==> config.mk <==
export PLATFORM = sky130hd
export DESIGN_NAME = counter_seq_ctrl_flat
export DESIGN_NICKNAME = d
export VERILOG_FILES = /design/src/rtl/counter_seq_ctrl_pkg.sv /design/src/rtl/counter_seq_ctrl_if.sv /design/src/rtl/counter_seq_ctrl.sv /design/src/flat_wrapper.sv
export SDC_FILE = /design/constraint.sdc
export NUM_CORES = 1
export LEC_CHECK = 0
export CAP_MARGIN = 20
export CORE_AREA = 2 2 55 57
export CTS_BUF_LIST = sky130_fd_sc_hd__clkbuf_8
export CTS_CLUSTER_DIAMETER = 120
export DETAILED_ROUTE_END_ITERATION = 8
export DIE_AREA = 0 0 57 59
export GPL_TIMING_DRIVEN = 0
export PLACE_DENSITY = 0.62
export SLEW_MARGIN = 40
export SYNTH_ARGS = -nofsm -noshare
export SYNTH_HDL_FRONTEND = slang
export SYNTH_SLANG_ARGS = --single-unit
==> constraint.sdc <==
create_clock -name clk -period 1.94 [get_ports clk]
set_input_delay 0.194 -clock clk [delete_from_list [all_inputs] [get_ports clk]]
set_output_delay 0.194 -clock clk [all_outputs]
set_load 0.01 [all_outputs]
==> src/rtl/counter_seq_ctrl_pkg.sv <==
// Shared definitions for the counter sequencer.
// Holds the FSM state encoding and the default widths of the counter value
// path and the completed-period counter.
package counter_seq_ctrl_pkg;

  localparam int CNT_W_DEF = 4;
  localparam int PER_W_DEF = 8;

  typedef enum logic [1:0] {
    IDLE = 2'd0,
    LOAD = 2'd1,
    RUN  = 2'd2,
    DONE = 2'd3
  } state_t;

endpackage

==> src/rtl/counter_seq_ctrl_if.sv <==
// Bundle between the sequencer and the loadable up-counter.
// Ports (through modports):
//   cnt_load : sequencer -> counter, load strobe
//   cnt_enab : sequencer -> counter, count enable
//   cnt_in   : sequencer -> counter, load value
//   cnt_out  : counter -> sequencer, registered count value
// The master modport is used by the sequencer and the slave modport by the counter.
interface counter_seq_ctrl_if #(
  parameter int CNT_W = 4
) ();

  logic             cnt_load;
  logic             cnt_enab;
  logic [CNT_W-1:0] cnt_in;
  logic [CNT_W-1:0] cnt_out;

  modport master (
    output cnt_load,
    output cnt_enab,
    output cnt_in,
    input  cnt_out
  );

  modport slave (
    input  cnt_load,
    input  cnt_enab,
    input  cnt_in,
    output cnt_out
  );

endinterface

==> src/rtl/counter_seq_ctrl.sv <==
// Sequencer for a loadable up-counter that sits beside it.
// When a start request is accepted, the block captures a start value and an
// end value. It loads the counter and enables it until the count reaches the
// end value. It then pulses done and either goes back to idle or, in
// auto-reload mode, reloads and repeats.
// Ports:
//   clk, rst      : clock and synchronous active-high reset
//   start         : run request, sampled only in IDLE
//   start_val     : load value, captured when start is accepted
//   end_val       : terminal count, captured when start is accepted
//   auto_reload   : repeat mode, captured when start is accepted
//   pause         : holds the counter enable low while in RUN
//   abort         : ends any active run
//   cnt           : counter bundle (load, enable, load value, count)
//   busy          : high in LOAD, RUN and DONE
//   done          : one-cycle pulse at each completed period
//   aborted       : one-cycle pulse in the cycle after an abort is taken
//   period_cnt    : completed periods since the last accepted start
module counter_seq_ctrl
  import counter_seq_ctrl_pkg::*;
#(
  parameter int CNT_W = CNT_W_DEF,
  parameter int PER_W = PER_W_DEF
) (
  input  logic               clk,
  input  logic               rst,
  input  logic               start,
  input  logic [CNT_W-1:0]   start_val,
  input  logic [CNT_W-1:0]   end_val,
  input  logic               auto_reload,
  input  logic               pause,
  input  logic               abort,
  counter_seq_ctrl_if.master cnt,
  output logic               busy,
  output logic               done,
  output logic               aborted,
  output logic [PER_W-1:0]   period_cnt
);

  state_t           state;
  state_t           state_next;
  logic [CNT_W-1:0] start_r;
  logic [CNT_W-1:0] end_r;
  logic             reload_r;
  logic             aborted_r;
  logic [PER_W-1:0] period_r;
  logic             load_c;
  logic             enab_c;
  logic             accept;
  logic             take_abort;
  logic             at_end;

  assign accept     = (state == IDLE) && start && !abort;
  assign take_abort = (state != IDLE) && abort;
  // The counter wraps on its own, so a plain equality covers end_r < start_r.
  assign at_end     = (cnt.cnt_out == end_r);

  // The state register and the captured run parameters.
  // aborted is registered so that its pulse lands in the first IDLE cycle.
  always_ff @(posedge clk) begin
    if (rst) begin
      state     <= IDLE;
      start_r   <= '0;
      end_r     <= '0;
      reload_r  <= 1'b0;
      aborted_r <= 1'b0;
      period_r  <= '0;
    end else begin
      state     <= state_next;
      aborted_r <= take_abort;
      if (accept) begin
        start_r  <= start_val;
        end_r    <= end_val;
        reload_r <= auto_reload;
        period_r <= '0;
      end else if (state == DONE && !abort) begin
        period_r <= period_r + 1'b1;
      end
    end
  end

  // Next-state logic and counter controls. An abort suppresses load, enable
  // and done in the same cycle and wins over any other transition.
  always_comb begin
    state_next = state;
    load_c     = 1'b0;
    enab_c     = 1'b0;
    busy       = 1'b0;
    done       = 1'b0;
    case (state)
      IDLE: begin
        if (accept) state_next = LOAD;
      end
      LOAD: begin
        busy = 1'b1;
        if (abort) state_next = IDLE;
        else begin
          load_c     = 1'b1;
          state_next = RUN;
        end
      end
      RUN: begin
        busy = 1'b1;
        if (abort) state_next = IDLE;
        else begin
          enab_c = !pause && !at_end;
          if (at_end) state_next = DONE;
        end
      end
      DONE: begin
        busy = 1'b1;
        if (abort) state_next = IDLE;
        else begin
          done       = 1'b1;
          state_next = reload_r ? LOAD : IDLE;
        end
      end
      default: state_next = IDLE;
    endcase
  end

  assign cnt.cnt_load = load_c;
  assign cnt.cnt_enab = enab_c;
  assign cnt.cnt_in   = start_r;
  assign aborted      = aborted_r;
  assign period_cnt   = period_r;

endmodule

==> src/flat_wrapper.sv <==
// flat-port wrapper written by rule: the top's interface ports become plain ports
module counter_seq_ctrl_flat import counter_seq_ctrl_pkg::*;
#(
  parameter int CNT_W = CNT_W_DEF,
  parameter int PER_W = PER_W_DEF
)
  (clk, rst, start, start_val, end_val, auto_reload, pause, abort, busy, done, aborted, period_cnt, cnt_cnt_load, cnt_cnt_enab, cnt_cnt_in, cnt_cnt_out);
  counter_seq_ctrl_if #(.CNT_W(CNT_W)) cnt_i ();
  input  logic clk;
  input  logic rst;
  input  logic start;
  input  logic [CNT_W-1:0] start_val;
  input  logic [CNT_W-1:0] end_val;
  input  logic auto_reload;
  input  logic pause;
  input  logic abort;
  output logic busy;
  output logic done;
  output logic aborted;
  output logic [PER_W-1:0] period_cnt;
  output wire logic [$bits(cnt_i.cnt_load)-1:0] cnt_cnt_load;
  output wire logic [$bits(cnt_i.cnt_enab)-1:0] cnt_cnt_enab;
  output wire logic [$bits(cnt_i.cnt_in)-1:0] cnt_cnt_in;
  input wire logic [$bits(cnt_i.cnt_out)-1:0] cnt_cnt_out;
  assign cnt_cnt_load = cnt_i.cnt_load;
  assign cnt_cnt_enab = cnt_i.cnt_enab;
  assign cnt_cnt_in = cnt_i.cnt_in;
  assign cnt_i.cnt_out = cnt_cnt_out;
  counter_seq_ctrl #(.CNT_W(CNT_W), .PER_W(PER_W)) u_core (.clk(clk), .rst(rst), .start(start), .start_val(start_val), .end_val(end_val), .auto_reload(auto_reload), .pause(pause), .abort(abort), .cnt(cnt_i), .busy(busy), .done(done), .aborted(aborted), .period_cnt(period_cnt));
endmodule
==> results of run 1 <==
[flip-flops by register name (all words and copies together), names as in the netlist]
register           count
u_core.state           2
u_core.period_cnt      8
u_core.end_r           4
u_core.aborted         1
u_core.cnt.cnt_in      4
u_core.reload_r        1
[layout make-up]
type                    instances  share of cell area
clock buffers                   3              0.0303
clock inverters                 1              0.0220
well taps                      31              0.0285
inverters                       2             0.00551
plain buffers                   5              0.0285
repair buffers                 33               0.244
flip-flops and latches         20               0.294
multi-input cells              75               0.347
[logic make-up (layout without fill, tap and decap cells)]
| group | count (synthesis) | count (layout) | share of synthesized area |
|---|---|---|---|
| DFF | 20 | 20 | 0.438 |
| AOI/OAI and AO/OA | 22 | 22 | 0.136 |
| adders and majority gates | 1 | 1 | 0.0137 |
| muxes | 1 | 1 | 0.0110 |
| and+or+nand+nor | 44 | 44 | 0.284 |
| buffers and inverters | 7 | 44 | 0.0507 |
| xor gates and xnor gates | 7 | 7 | 0.0671 |
[repair_timing]
item | 4_1_cts | 5_1_grt
buffers inserted | 0 | 0
resized for setup | 1 | 1
setup endpoints to repair | 1 | 1
gates cloned | 0 | 0
[worst reg2reg max path: cells and delay by family, from the launching register on]
family,cells,cell delay (ns)
DFF,1,0.30
AOI/OAI and AO/OA,1,0.05
and+or+nand+nor,2,0.62
buffers and inverters,2,0.37
[routing by layer]
metal	GRT usage	wire length (µm)	vias up
li1	-	-	430
met1	0.150	891	362
met2	0.217	885	28
met3	0.0328	142	0
met4	0.0399	0	0
met5	0	0	-
[power breakdown]
part	leakage (nW)	internal [W]	switching (W)
registers	0.162	0.000421	0.00000580
logic	0.345	0.0000649	0.0000468
clock network	0.0357	0.000275	0.000136
total	0.543	0.000761	0.000189
[per-stage QoR]
stage          area [µm²]  setup TNS (ns)  power (W)  hold WS (ns)
3_5_place_dp         1280        -0.00422   0.000548         0.419
2_1_floorplan         913               0   0.000490         0.330
3_3_place_gp         1280         -0.0201   0.000546         0.411
6_report             1360               0   0.000950         0.150
4_1_cts              1360               0   0.000962         0.145
5_1_grt              1360               0   0.000999         0.149
[path summary, 6_finish.rpt]
| kind | start | end | slack, ns | depth (start not counted) |
|---|---|---|---|---|
| min | abort | u_core.state[1] | 0.15 | 2 |
| min reg2reg | u_core.cnt.cnt_in[1] | u_core.cnt.cnt_in[1] | 0.46 | 2 |
| max | u_core.state[1] | busy | 0.26 | 3 |
| max reg2reg | u_core.state[1] | u_core.period_cnt[7] | 0.49 | 5 |
[layout by cell type, fill, tap and decap left out, types with 2 or more instances in the layout]
master           instances
dfxtp_1                 20
clkbuf_8                 3
or4_1                    2
xor2_1                   6
a21oi_1                 14
nor2_1                   3
or3_1                    3
buf_6                    2
inv_1                    2
o21ai_0                  3
o31ai_1                  2
nand4_1                  2
nand2_1                 21
clkdlybuf4s50_1         32
==> impl_metrics.py, run 1 <==
metrics = {
    "placed_design": {
        "portBuffers": 33,
        "dp_slack_ns": -0.00422,
        "dp_hpwl_mm": 1.46,
        "gp_congestion": 0.814,
        "numPlacedInstances": 166,
    },
    "drt": {
        "routed_wirelength_mm": 1.92,
        "drc_errors": 0,
        "viasPerCell": 4.82,
        "drtPass1Iterations": 4,
        "ant_nets": 0,
        "via_count": 820,
        "post_drt_wl_per_cell_um": 11.3,
        "drtIter0Drc": 6,
    },
    "worst_setup_path": {
        "cp_slowest_cell": "clkdlybuf4s50_1",
        "critPathKind": "flip-flop to primary output",
        "max_stage_delay_ns": 0.48,
        "start_kind": "flip-flop",
        "worstSetupEndpointType": "primary output",
        "path_buf_inv": 2,
        "critPathRequiredTime_ns": 1.75,
        "critPathMaxFanout": 10,
        "cp.arrival_ns": 1.48,
        "critPathTopFamily": "buffers and inverters",
        "critical_path.cell_chain": "buf_4, or2_2, clkdlybuf4s50_1",
    },
    "clock_tree": {
        "cts_hold_buf": 0,
        "cts_buffers": 3,
        "cts.sinks": 20,
        "root_buffer": "clkbuf_8",
        "cts_max_level": 1,
        "clock_latency_ns": 0.26,
        "cts_buffer_depth": 2,
        "clk_pin_slew_worst_paths_ns": 0.07,
        "cts_tree": "done",
    },
    "power_and_ir_drop": {
        "vdd_ir_drop_max_v": 0.000409,
        "p_per_area_nw_per_um2": 698,
        "p_leak_nw": 0.543,
    },
    "layout": {
        "nNetsFinal": 159,
        "drive_gt1_frac": 0.0935,
        "syn2layout_area_growth_pct": 49.2,
        "antenna_cells": 0,
        "n_fill_cell": 282,
        "finalCoreUtilization": 0.503,
        "multiInputGateArea_um2": 473,
        "regArea_um2": 400,
        "final_cells": 170,
    },
    "timing": {
        "layout_min_cycle_time_ns": 1.68,
        "timing.fmax_mhz": 596,
        "finClkSkew_ns": 0.00821,
        "worstMarginPinSlew_ns": 0.486,
        "relSlewSlack": 0.674,
        "final-hold-violation-count": 0,
        "setup_viol_count_final": 0,
        "final_max_slew_viol_count": 0,
        "timing.final.crit_share": 0.865,
        "rsz0062_at_grt": "no",
        "layout_setup_ws_ns": 0.262,
    },
    "grt": {
        "grt_usage": 0.124,
        "grt_max_degree": 13,
        "antenna_found_initial": 0,
        "grt_first_pass_wirelength_mm": 3.36,
        "grt_pass1_vias": 812,
        "grt_overflow": 0,
    },
    "synthesis": {
        "ys_seq_area_frac": 0.438,
        "ys_ff_latch": 20,
        "synth.distinct_cells": 33,
        "synthesis.nets": 121,
        "async_flop_share": 0,
        "netlist_top_cells_count": "nand2_1 (21), dfxtp_1 (20), a21oi_1 (14)",
        "synth_edf_count": 0,
        "syn_inst": 102,
        "synthFlopType": "dfxtp_1",
        "yosysMostFrequentCell": "nand2_1",
        "synth_area_leaders": "dfxtp_1 (44%), nand2_1 (8.6%), a21oi_1 (7.7%)",
        "syn_avg_cell_area_um2": 8.95,
        "synth_top_area_share": 0.438,
        "ys_warn_count": 0,
        "synth_top_area_cell": "dfxtp_1",
        "netlist_area_um2": 913,
    },
    "die": {
        "start_util": 0.337,
        "dieArea_um2": 3360,
        "coreArea_um2": 2710,
        "die_height_um": 59,
        "placementRows": 19,
        "io_pins": 35,
        "die_w_um": 57,
    },
    "worst_hold_path": {
        "hold_path.class": "primary input to flip-flop",
    },
    "run": {
        "drv_cap": 0,
    },
    "status": {
        "status": "finished, final reports clean",
    },
}
No activity file was read; power rests on OpenSTA's default activity.
==> run 2, diff against run 1 <==
--- a/config.mk
+++ b/config.mk
@@ -5,7 +5,6 @@
 export SDC_FILE = /design/constraint.sdc
 export NUM_CORES = 1
 export LEC_CHECK = 0
-export CAP_MARGIN = 20
 export CORE_AREA = 2 2 55 57
 export CTS_BUF_LIST = sky130_fd_sc_hd__clkbuf_8
 export CTS_CLUSTER_DIAMETER = 120
==> results of run 2 <==
Same layout as run 1: the final DEF is identical, and so are final timing and power.
==> run 3, diff against run 2 <==
--- a/config.mk
+++ b/config.mk
@@ -5,13 +5,14 @@
 export SDC_FILE = /design/constraint.sdc
 export NUM_CORES = 1
 export LEC_CHECK = 0
-export CORE_AREA = 2 2 55 57
+export CAP_MARGIN = 40
+export CORE_AREA = 2 2 42 73
 export CTS_BUF_LIST = sky130_fd_sc_hd__clkbuf_8
 export CTS_CLUSTER_DIAMETER = 120
 export DETAILED_ROUTE_END_ITERATION = 8
-export DIE_AREA = 0 0 57 59
+export DIE_AREA = 0 0 44 75
 export GPL_TIMING_DRIVEN = 0
-export PLACE_DENSITY = 0.62
+export PLACE_DENSITY = 0.63
 export SLEW_MARGIN = 40
 export SYNTH_ARGS = -nofsm -noshare
 export SYNTH_HDL_FRONTEND = slang
==> impl_metrics.py, run 3 (same netlist as run 1, synthesis figures left out) <==
metrics = {
    "status": {
        "status": "finished, final reports clean",
    },
    "drt": {
        "post_drt_wl_per_cell_um": 12.0,
        "via_count": 843,
        "ant_nets": 0,
        "viasPerCell": 5.08,
        "drtPass1Iterations": 2,
        "routed_wirelength_mm": 2.00,
        "drtIter0Drc": 17,
        "drc_errors": 0,
    },
    "die": {
        "die_height_um": 75,
        "start_util": 0.340,
        "coreArea_um2": 2690,
        "io_pins": 35,
        "placementRows": 25,
        "dieArea_um2": 3300,
        "die_w_um": 44,
    },
    "layout": {
        "syn2layout_area_growth_pct": 46.8,
        "nNetsFinal": 159,
        "mostFrequentLayoutCells": "clkdlybuf4s50_1 (32), nand2_1 (21), dfxtp_1 (20)",
        "antenna_cells": 0,
        "mostFrequentLayoutCell": "clkdlybuf4s50_1",
        "drive_gt1_frac": 0.0935,
        "largest_reg_flops": 8,
        "finalCoreUtilization": 0.499,
    },
    "timing": {
        "finClkSkew_ns": 0.00217,
        "rsz0062_at_grt": "no",
        "hold_slack_ns": 0.139,
        "relSlewSlack": 0.686,
        "setup_viol_count_final": 0,
        "final-hold-violation-count": 0,
        "final_max_slew_viol_count": 0,
        "worstMarginPinSlew_ns": 0.469,
        "timing.fmax_mhz": 592,
        "layout_min_cycle_time_ns": 1.69,
        "timing.final.crit_share": 0.871,
    },
    "worst_hold_path": {
        "hold_path.class": "primary input to flip-flop",
        "min_from": "abort",
    },
    "power_and_ir_drop": {
        "internal_power_w": 0.000667,
        "comb_power_share": 0.131,
        "power_frac_clock": 0.376,
        "vdd_ir_drop_max_v": 0.000441,
        "netSwitchingFraction": 0.229,
        "p_per_area_nw_per_um2": 645,
        "power_frac_seq": 0.494,
        "p_leak_nw": 0.536,
        "p_switching_w": 0.000198,
    },
    "clock_tree": {
        "root_buffer": "clkbuf_8",
        "cts_buffers": 3,
        "clock_latency_ns": 0.26,
        "post-cts-setup-buffers": 0,
        "clk_pin_slew_worst_paths_ns": 0.07,
        "cts_buffer_depth": 2,
        "cts.sinks": 20,
        "cts_max_level": 1,
        "cts_tree": "done",
    },
    "worst_setup_path": {
        "start_kind": "flip-flop",
        "max_stage_delay_ns": 0.48,
        "r2r_start": "u_core.state[1]",
        "critPathKind": "flip-flop to primary output",
        "cp.arrival_ns": 1.50,
        "critPathLaunch": "u_core.state[1]",
        "critical_path.cell_chain": "buf_4, or2_2, clkdlybuf4s50_1",
        "critPathRequiredTime_ns": 1.75,
        "critPathMaxFanout": 10,
        "cp_slowest_cell": "clkdlybuf4s50_1",
        "worstSetupEndpointType": "primary output",
    },
    "placed_design": {
        "portBuffers": 33,
        "dp_hpwl_mm": 1.52,
        "gp_congestion": 0.744,
    },
    "grt": {
        "grt_first_pass_wirelength_mm": 3.46,
        "grt_pass1_vias": 836,
        "antenna_found_initial": 0,
        "grt_max_degree": 12,
        "grt_overflow": 0,
        "grt_usage": 0.139,
    },
    "run": {
        "drv_cap": 0,
    },
}
## run 3: cell types whose count changed in the layout (fill, tap and decap cells not counted), sizes merged
cell / delta
clkbuf: +1
bufinv: -1
## run 3: path summary, 6_finish.rpt
check	endpoint	slack [ns]	cells after the start
setup / recovery	busy	0.25	3
hold / removal	u_core.state[1]	0.14	2
setup reg to reg	u_core.period_cnt[7]	0.48	5
hold reg to reg	u_core.cnt.cnt_in[3]	0.46	2
## run 3: what timing repair did
item,4_1_cts,5_1_grt
hold buffers,0,0
gates resized for setup,1,1
pin swaps,0,0
setup endpoints to repair,1,1
## run 3: cell type report
type / instances / area (µm²)
Inverter: 2 / 7.51
Sequential cell: 20 / 400
Buffer: 5 / 38.8
Multi-Input combinational cell: 75 / 473
Tap cell: 27 / 33.8
Timing Repair Buffer: 33 / 333
Clock buffer: 4 / 55.1
Fill cell: 277 / 1350
## run 3: layer usage
layer  part of all wire  global-route usage
met5                  0                   0
met4              0.013              0.0606
met3              0.073              0.0360
met2               0.52               0.247
met1               0.39               0.152
## run 3: critical path, delay by kind of cell, from the launching register on
family | cells | cell delay [ns]
buffers and inverters | 2 | 0.65
AND/OR/NAND/NOR | 1 | 0.29
flip-flops | 1 | 0.30
## run 3: power by group through the flow
stage	combinational (W)	sequential [W]	clock, W
final	0.000113	0.000427	0.000325
after global routing	0.000125	0.000428	0.000344
after CTS	0.000114	0.000427	0.000333
after detailed placement	0.000111	0.000437	0
after global placement	0.000110	0.000436	0
after floorplan	0.0000523	0.000438	0
## run 3: per-stage QoR
step / setup WS, ns / power [W] / instances / TNS, ns / area, µm²
2_1_floorplan: 0.574 / 0.000490 / 102 / 0 / 913
3_3_place_gp: -0.0203 / 0.000547 / 162 / -0.0203 / 1280
3_5_place_dp: -0.0345 / 0.000548 / 162 / -0.0345 / 1280
4_1_cts: 0.0312 / 0.000873 / 166 / 0 / 1340
5_1_grt: 0.179 / 0.000897 / 166 / 0 / 1340
6_report: 0.251 / 0.000865 / 166 / 0 / 1340
